$ cat src/rtl/shift_reg_pkg.sv
// Shared definitions for the universal shift register: operation encoding
// and a small decode helper used by the datapath and the frame counter.
package shift_reg_pkg;

    typedef enum logic [1:0] {
        SHR_HOLD  = 2'b00,
        SHR_RIGHT = 2'b01,
        SHR_LEFT  = 2'b10,
        SHR_LOAD  = 2'b11
    } shreg_mode_t;

    // True for either shift direction; the frame counter does not care which.
    function automatic logic is_shift(input shreg_mode_t m);
        return (m == SHR_RIGHT) || (m == SHR_LEFT);
    endfunction

endpackage

$ cat src/rtl/shift_frame_cnt.sv
// Frame counter for the universal shift register. Counts qualified shifts
// modulo WIDTH and emits a one-cycle done pulse in the cycle after the shift
// that completes a frame. A parallel load restarts the frame silently.
// The caller must pre-qualify shift/load with the clock enable.
module shift_frame_cnt #(
    parameter int WIDTH = 8,
    parameter int CNT_W = (WIDTH > 1) ? $clog2(WIDTH) : 1
) (
    input  logic             Clk,
    input  logic             rst,
    input  logic             shift,
    input  logic             load,
    output logic [CNT_W-1:0] cnt,
    output logic             done
);

    localparam logic [CNT_W-1:0] LAST = CNT_W'(WIDTH - 1);

    logic [CNT_W-1:0] cnt_q, cnt_d;
    logic             done_q, done_d;

    // Next count and done pulse; done is low on every cycle that does not wrap.
    always_comb begin
        cnt_d  = cnt_q;
        done_d = 1'b0;
        if (load) begin
            cnt_d = '0;
        end else if (shift) begin
            if (cnt_q == LAST) begin
                cnt_d  = '0;
                done_d = 1'b1;
            end else begin
                cnt_d = cnt_q + 1'b1;
            end
        end
    end

    // Counter state with asynchronous reset abandoning any partial frame.
    always_ff @(posedge Clk or posedge rst) begin
        if (rst) begin
            cnt_q  <= '0;
            done_q <= 1'b0;
        end else begin
            cnt_q  <= cnt_d;
            done_q <= done_d;
        end
    end

    assign cnt  = cnt_q;
    assign done = done_q;

endmodule

$ cat src/rtl/shift_reg_univ.sv
// Universal shift register: hold, shift right, shift left, parallel load.
// Serial and parallel outputs come straight from the register.
// Optional frame counter enabled by defining SHIFT_REG_UNIV_FRAME_CNT_EN;
// without it shift_cnt and frame_done are tied low and no counter exists.
module shift_reg_univ
    import shift_reg_pkg::*;
#(
    parameter int               WIDTH   = 8,
    parameter logic [WIDTH-1:0] RST_VAL = '0
) (
    input  logic                     Clk,
    input  logic                     rst,
    input  logic                     en,
    input  logic [1:0]               mode,
    input  logic                     sin_r,
    input  logic                     sin_l,
    input  logic [WIDTH-1:0]         pin,
    output logic [WIDTH-1:0]         pout,
    output logic                     sout_r,
    output logic                     sout_l,
    output logic [$clog2(WIDTH)-1:0] shift_cnt,
    output logic                     frame_done
);

    localparam int CNT_W = $clog2(WIDTH);

    shreg_mode_t      mode_e;
    logic [WIDTH-1:0] q_q, q_d;

    assign mode_e = shreg_mode_t'(mode);

    // Next register value; disabled cycles and HOLD keep the current contents.
    always_comb begin
        q_d = q_q;
        if (en) begin
            case (mode_e)
                SHR_RIGHT: q_d = {sin_r, q_q[WIDTH-1:1]};
                SHR_LEFT:  q_d = {q_q[WIDTH-2:0], sin_l};
                SHR_LOAD:  q_d = pin;
                default:   q_d = q_q;
            endcase
        end
    end

    // Data register; reset overrides the clock asynchronously.
    always_ff @(posedge Clk or posedge rst) begin
        if (rst) begin
            q_q <= RST_VAL;
        end else begin
            q_q <= q_d;
        end
    end

    assign pout   = q_q;
    assign sout_r = q_q[0];
    assign sout_l = q_q[WIDTH-1];

`ifdef SHIFT_REG_UNIV_FRAME_CNT_EN
    logic shift_en;
    logic load_en;

    assign shift_en = en & is_shift(mode_e);
    assign load_en  = en & (mode_e == SHR_LOAD);

    shift_frame_cnt #(
        .WIDTH (WIDTH),
        .CNT_W (CNT_W)
    ) u_frame_cnt (
        .Clk   (Clk),
        .rst   (rst),
        .shift (shift_en),
        .load  (load_en),
        .cnt   (shift_cnt),
        .done  (frame_done)
    );
`else
    assign shift_cnt  = {CNT_W{1'b0}};
    assign frame_done = 1'b0;
`endif

endmodule

$ cat config.mk
export PLATFORM = sky130hd
export DESIGN_NAME = shift_reg_univ
export DESIGN_NICKNAME = d
export VERILOG_FILES = /design/src/rtl/shift_reg_pkg.sv /design/src/rtl/shift_frame_cnt.sv /design/src/rtl/shift_reg_univ.sv
export SDC_FILE = /design/constraint.sdc
export NUM_CORES = 1
export LEC_CHECK = 0
export ABC_AREA = 1
export CORE_MARGIN = 4
export CORE_UTILIZATION = 37
export CTS_CLUSTER_SIZE = 16
export DETAILED_ROUTE_END_ITERATION = 12
export PLACE_DENSITY_LB_ADDON = 0.3
export REMOVE_ABC_BUFFERS = 1
export SLEW_MARGIN = 30
export SYNTH_ARGS = -nofsm -noshare
export SYNTH_HDL_FRONTEND = slang
export SYNTH_SLANG_ARGS = --single-unit
$ cat constraint.sdc
create_clock -name Clk -period 1 [get_ports Clk]
set_input_delay 0.2 -clock Clk [delete_from_list [all_inputs] [get_ports Clk]]
set_output_delay 0.2 -clock Clk [all_outputs]
set_load 0.05 [all_outputs]
==> flow_metrics.env <==
export IMPL_drive_gt1_frac=0.3363
export IMPL_fin_skew_ns=0.0001634
export IMPL_synth_area_per_cell_um2=7.000
export IMPL_end_kind="primary output"
export IMPL_finalCriticalPeriod_ns=1.064
export IMPL_htreeDepth=1
export IMPL_routabilityCongestion=0.7607
export IMPL_grt_first_pass_wirelength_um=2511
export IMPL_antenna_found_initial=0
export IMPL_drc=0
export IMPL_detailedPlace_worstSlack_ns=-0.3308
export IMPL_wl_um=1628
export IMPL_vias=657
export IMPL_cts_sink_count=8
export IMPL_drtIter0Drc=23
export IMPL_start_util=0.4096
export IMPL_fin_crit_sh=1.064
export IMPL_yosys_register_bits=8
export IMPL_io_buffer_count=24
export IMPL_crit_family="flip-flops"
export IMPL_hold_viol=0
export IMPL_cts_tree="built"
export IMPL_clock_path_buffers=2
export IMPL_power_uw=1604
export IMPL_fin_nets=130
export IMPL_rows=13
export IMPL_leakage_uw=0.0004958
export IMPL_fin_setup_tns_ns=-0.3511
export IMPL_worst_setup_path_start_kind="flip-flop"
export IMPL_dp_final_hpwl_um=1107
export IMPL_die_x_um=46.66
export IMPL_path_clk_slew_ns=0.05
export IMPL_die_area_mm2=0.002177
export IMPL_grt_use_met3=0.03906
export IMPL_max_stage_delay_ns=0.45
export IMPL_status="finished, violations left"
export IMPL_rsz0062_at_grt="yes"
export IMPL_yosys_warnings=0
export IMPL_grt_max_degree=10
export IMPL_instances_no_fill=128
export IMPL_critical_path_arrival_ns=0.86
export IMPL_synth_cell_types=10
export IMPL_synth_top_area_cell="dfrtp_1"
export IMPL_design_core_area_mm2=0.001350
export IMPL_timing_final_ws_setup_ns=-0.06405
export IMPL_use_met2=0.2473
export IMPL_cts_hold_buffers=0
export IMPL_top_usage_layer="met2"
export IMPL_setup_violations=10
export IMPL_crit_buf_inv=1
export IMPL_drv_cap=0
export IMPL_slowest_stage="dfrtp_2"
export IMPL_synth_top_cell_area_share=0.3620
export IMPL_track_usage=0.1606
export IMPL_insertion_delay_ns=0.24
export IMPL_viasPerCell=5.133
export IMPL_critPathKind="reg2out"
export IMPL_final_util=0.7377
export IMPL_r2r_slack_ns=0.05
export IMPL_cp_cell_sequence="buf_12"
export IMPL_wl_per_cell_um=12.72
export IMPL_ys_seq_area_frac=0.3620
export IMPL_grt_pass1_vias=581
export IMPL_numCtsBuffers=3
export IMPL_drtAntennaViolNets=0
export IMPL_grt_ovfl_total=0
export IMPL_worstPathRequired_ns=0.80
export IMPL_syn_area_um2=553.0
export IMPL_multi_input_area_um2=284.0
export IMPL_failed_checks="setup timing"
export IMPL_synthCells=79
export IMPL_power_density_mw_per_mm2=1611
export IMPL_largest_reg_flops=8
export IMPL_area_growth_pct=80.09
export IMPL_synthTopCellsByArea="dfrtp_1 (36%), nand3_1 (22%), nand2_1 (22%)"
export IMPL_crit_fanout=4
export IMPL_vdd_drop_max_v=0.001173
export IMPL_maxSlewViolCount=0
export IMPL_met1_usage=0.2204
export IMPL_max_clock_freq_mhz=939.8
export IMPL_die_h_um=46.66
export IMPL_cts_root_buf="clkbuf_4"
export IMPL_ios=29
export IMPL_dpl_cell_count=118
export IMPL_dr_pass1_iters=4
export IMPL_fillCellCount=93
export IMPL_n_antenna_cell=0
export IMPL_ff_latch_area_um2=206.4
export IMPL_hold_path_class="in2async"
report_power, final:
part / internal (uW) / switching [uW]
registers: 385 / 76.3
logic: 441 / 466
clock network: 137 / 99.0
total: 962 / 642
area by class of cell:
class / instances / area share
multi-input combinational: 61 / 0.2852
inverter: 4 / 0.01759
tap: 15 / 0.01884
timing repair buffer: 37 / 0.4485
clock buffer: 3 / 0.02261
sequential: 8 / 0.2073
logic make-up after synthesis:
kind of cell / Yosys count / synth area share
and+or+nand+nor: 56 / 0.4344
DFF: 8 / 0.3620
other: 1 / 0.006781
buffers and inverters: 13 / 0.1674
AOI/OAI and AO/OA: 1 / 0.02942
cell usage in the layout, fill, tap and decap left out, types with 2 or more instances in the layout:
cell type        Yosys  layout
nand3_1             24      22
buf_12               0      10
dfrtp_2              0       5
buf_4                7      10
inv_2                2       2
nand2_1             32      31
buf_6                2       3
dfrtp_1              8       3
conb_1               1       4
nand3_2              0       2
dlygate4sd2_1        0       2
clkbuf_4             0       3
clkdlybuf4s50_1      0      12
stage by stage:
step | hold slack, ns | cell area, um^2
2_1_floorplan | 0.01566 | 489.2
3_3_place_gp | 0.4638 | 893.4
3_5_place_dp | 0.4658 | 893.4
4_1_cts | 0.2054 | 972.2
5_1_grt | 0.2391 | 996.0
6_report | 0.1967 | 996.0
cells in the mapped netlist:
cell type  instances
inv_4              1
conb_1             1
inv_2              2
buf_6              2
nand3_1           24
buf_4              7
o21ai_4            1
inv_1              1
dfrtp_1            8
nand2_1           32
path summary, 6_finish.rpt:
kind / start / endpoint / cells past startpoint
max reg2reg: pout[0] / pout[1] / 5
max: pout[7] / pout[7] / 1
min in group Clk: mode[0] / pout[7] / 4
min: rst / pout[1] / 2
min reg2reg: pout[7] / pout[7] / 2
max in group asynchronous: rst / pout[7] / 2
timing repair:
| action | 4_1_cts | 5_1_grt |
|---|---|---|
| buffers inserted | 7 | 0 |
| gates resized for setup | 7 | 6 |
| setup endpoints to repair | 18 | 13 |
| pin swaps | 1 | 5 |
layer usage:
metal / vias to the layer above / part of all wire
li1: 316 / -
met1: 293 / 0.42
met2: 46 / 0.45
met3: 2 / 0.12
met4: 0 / 0.0080
met5: - / 0
(Power assumes the default switching activity.)
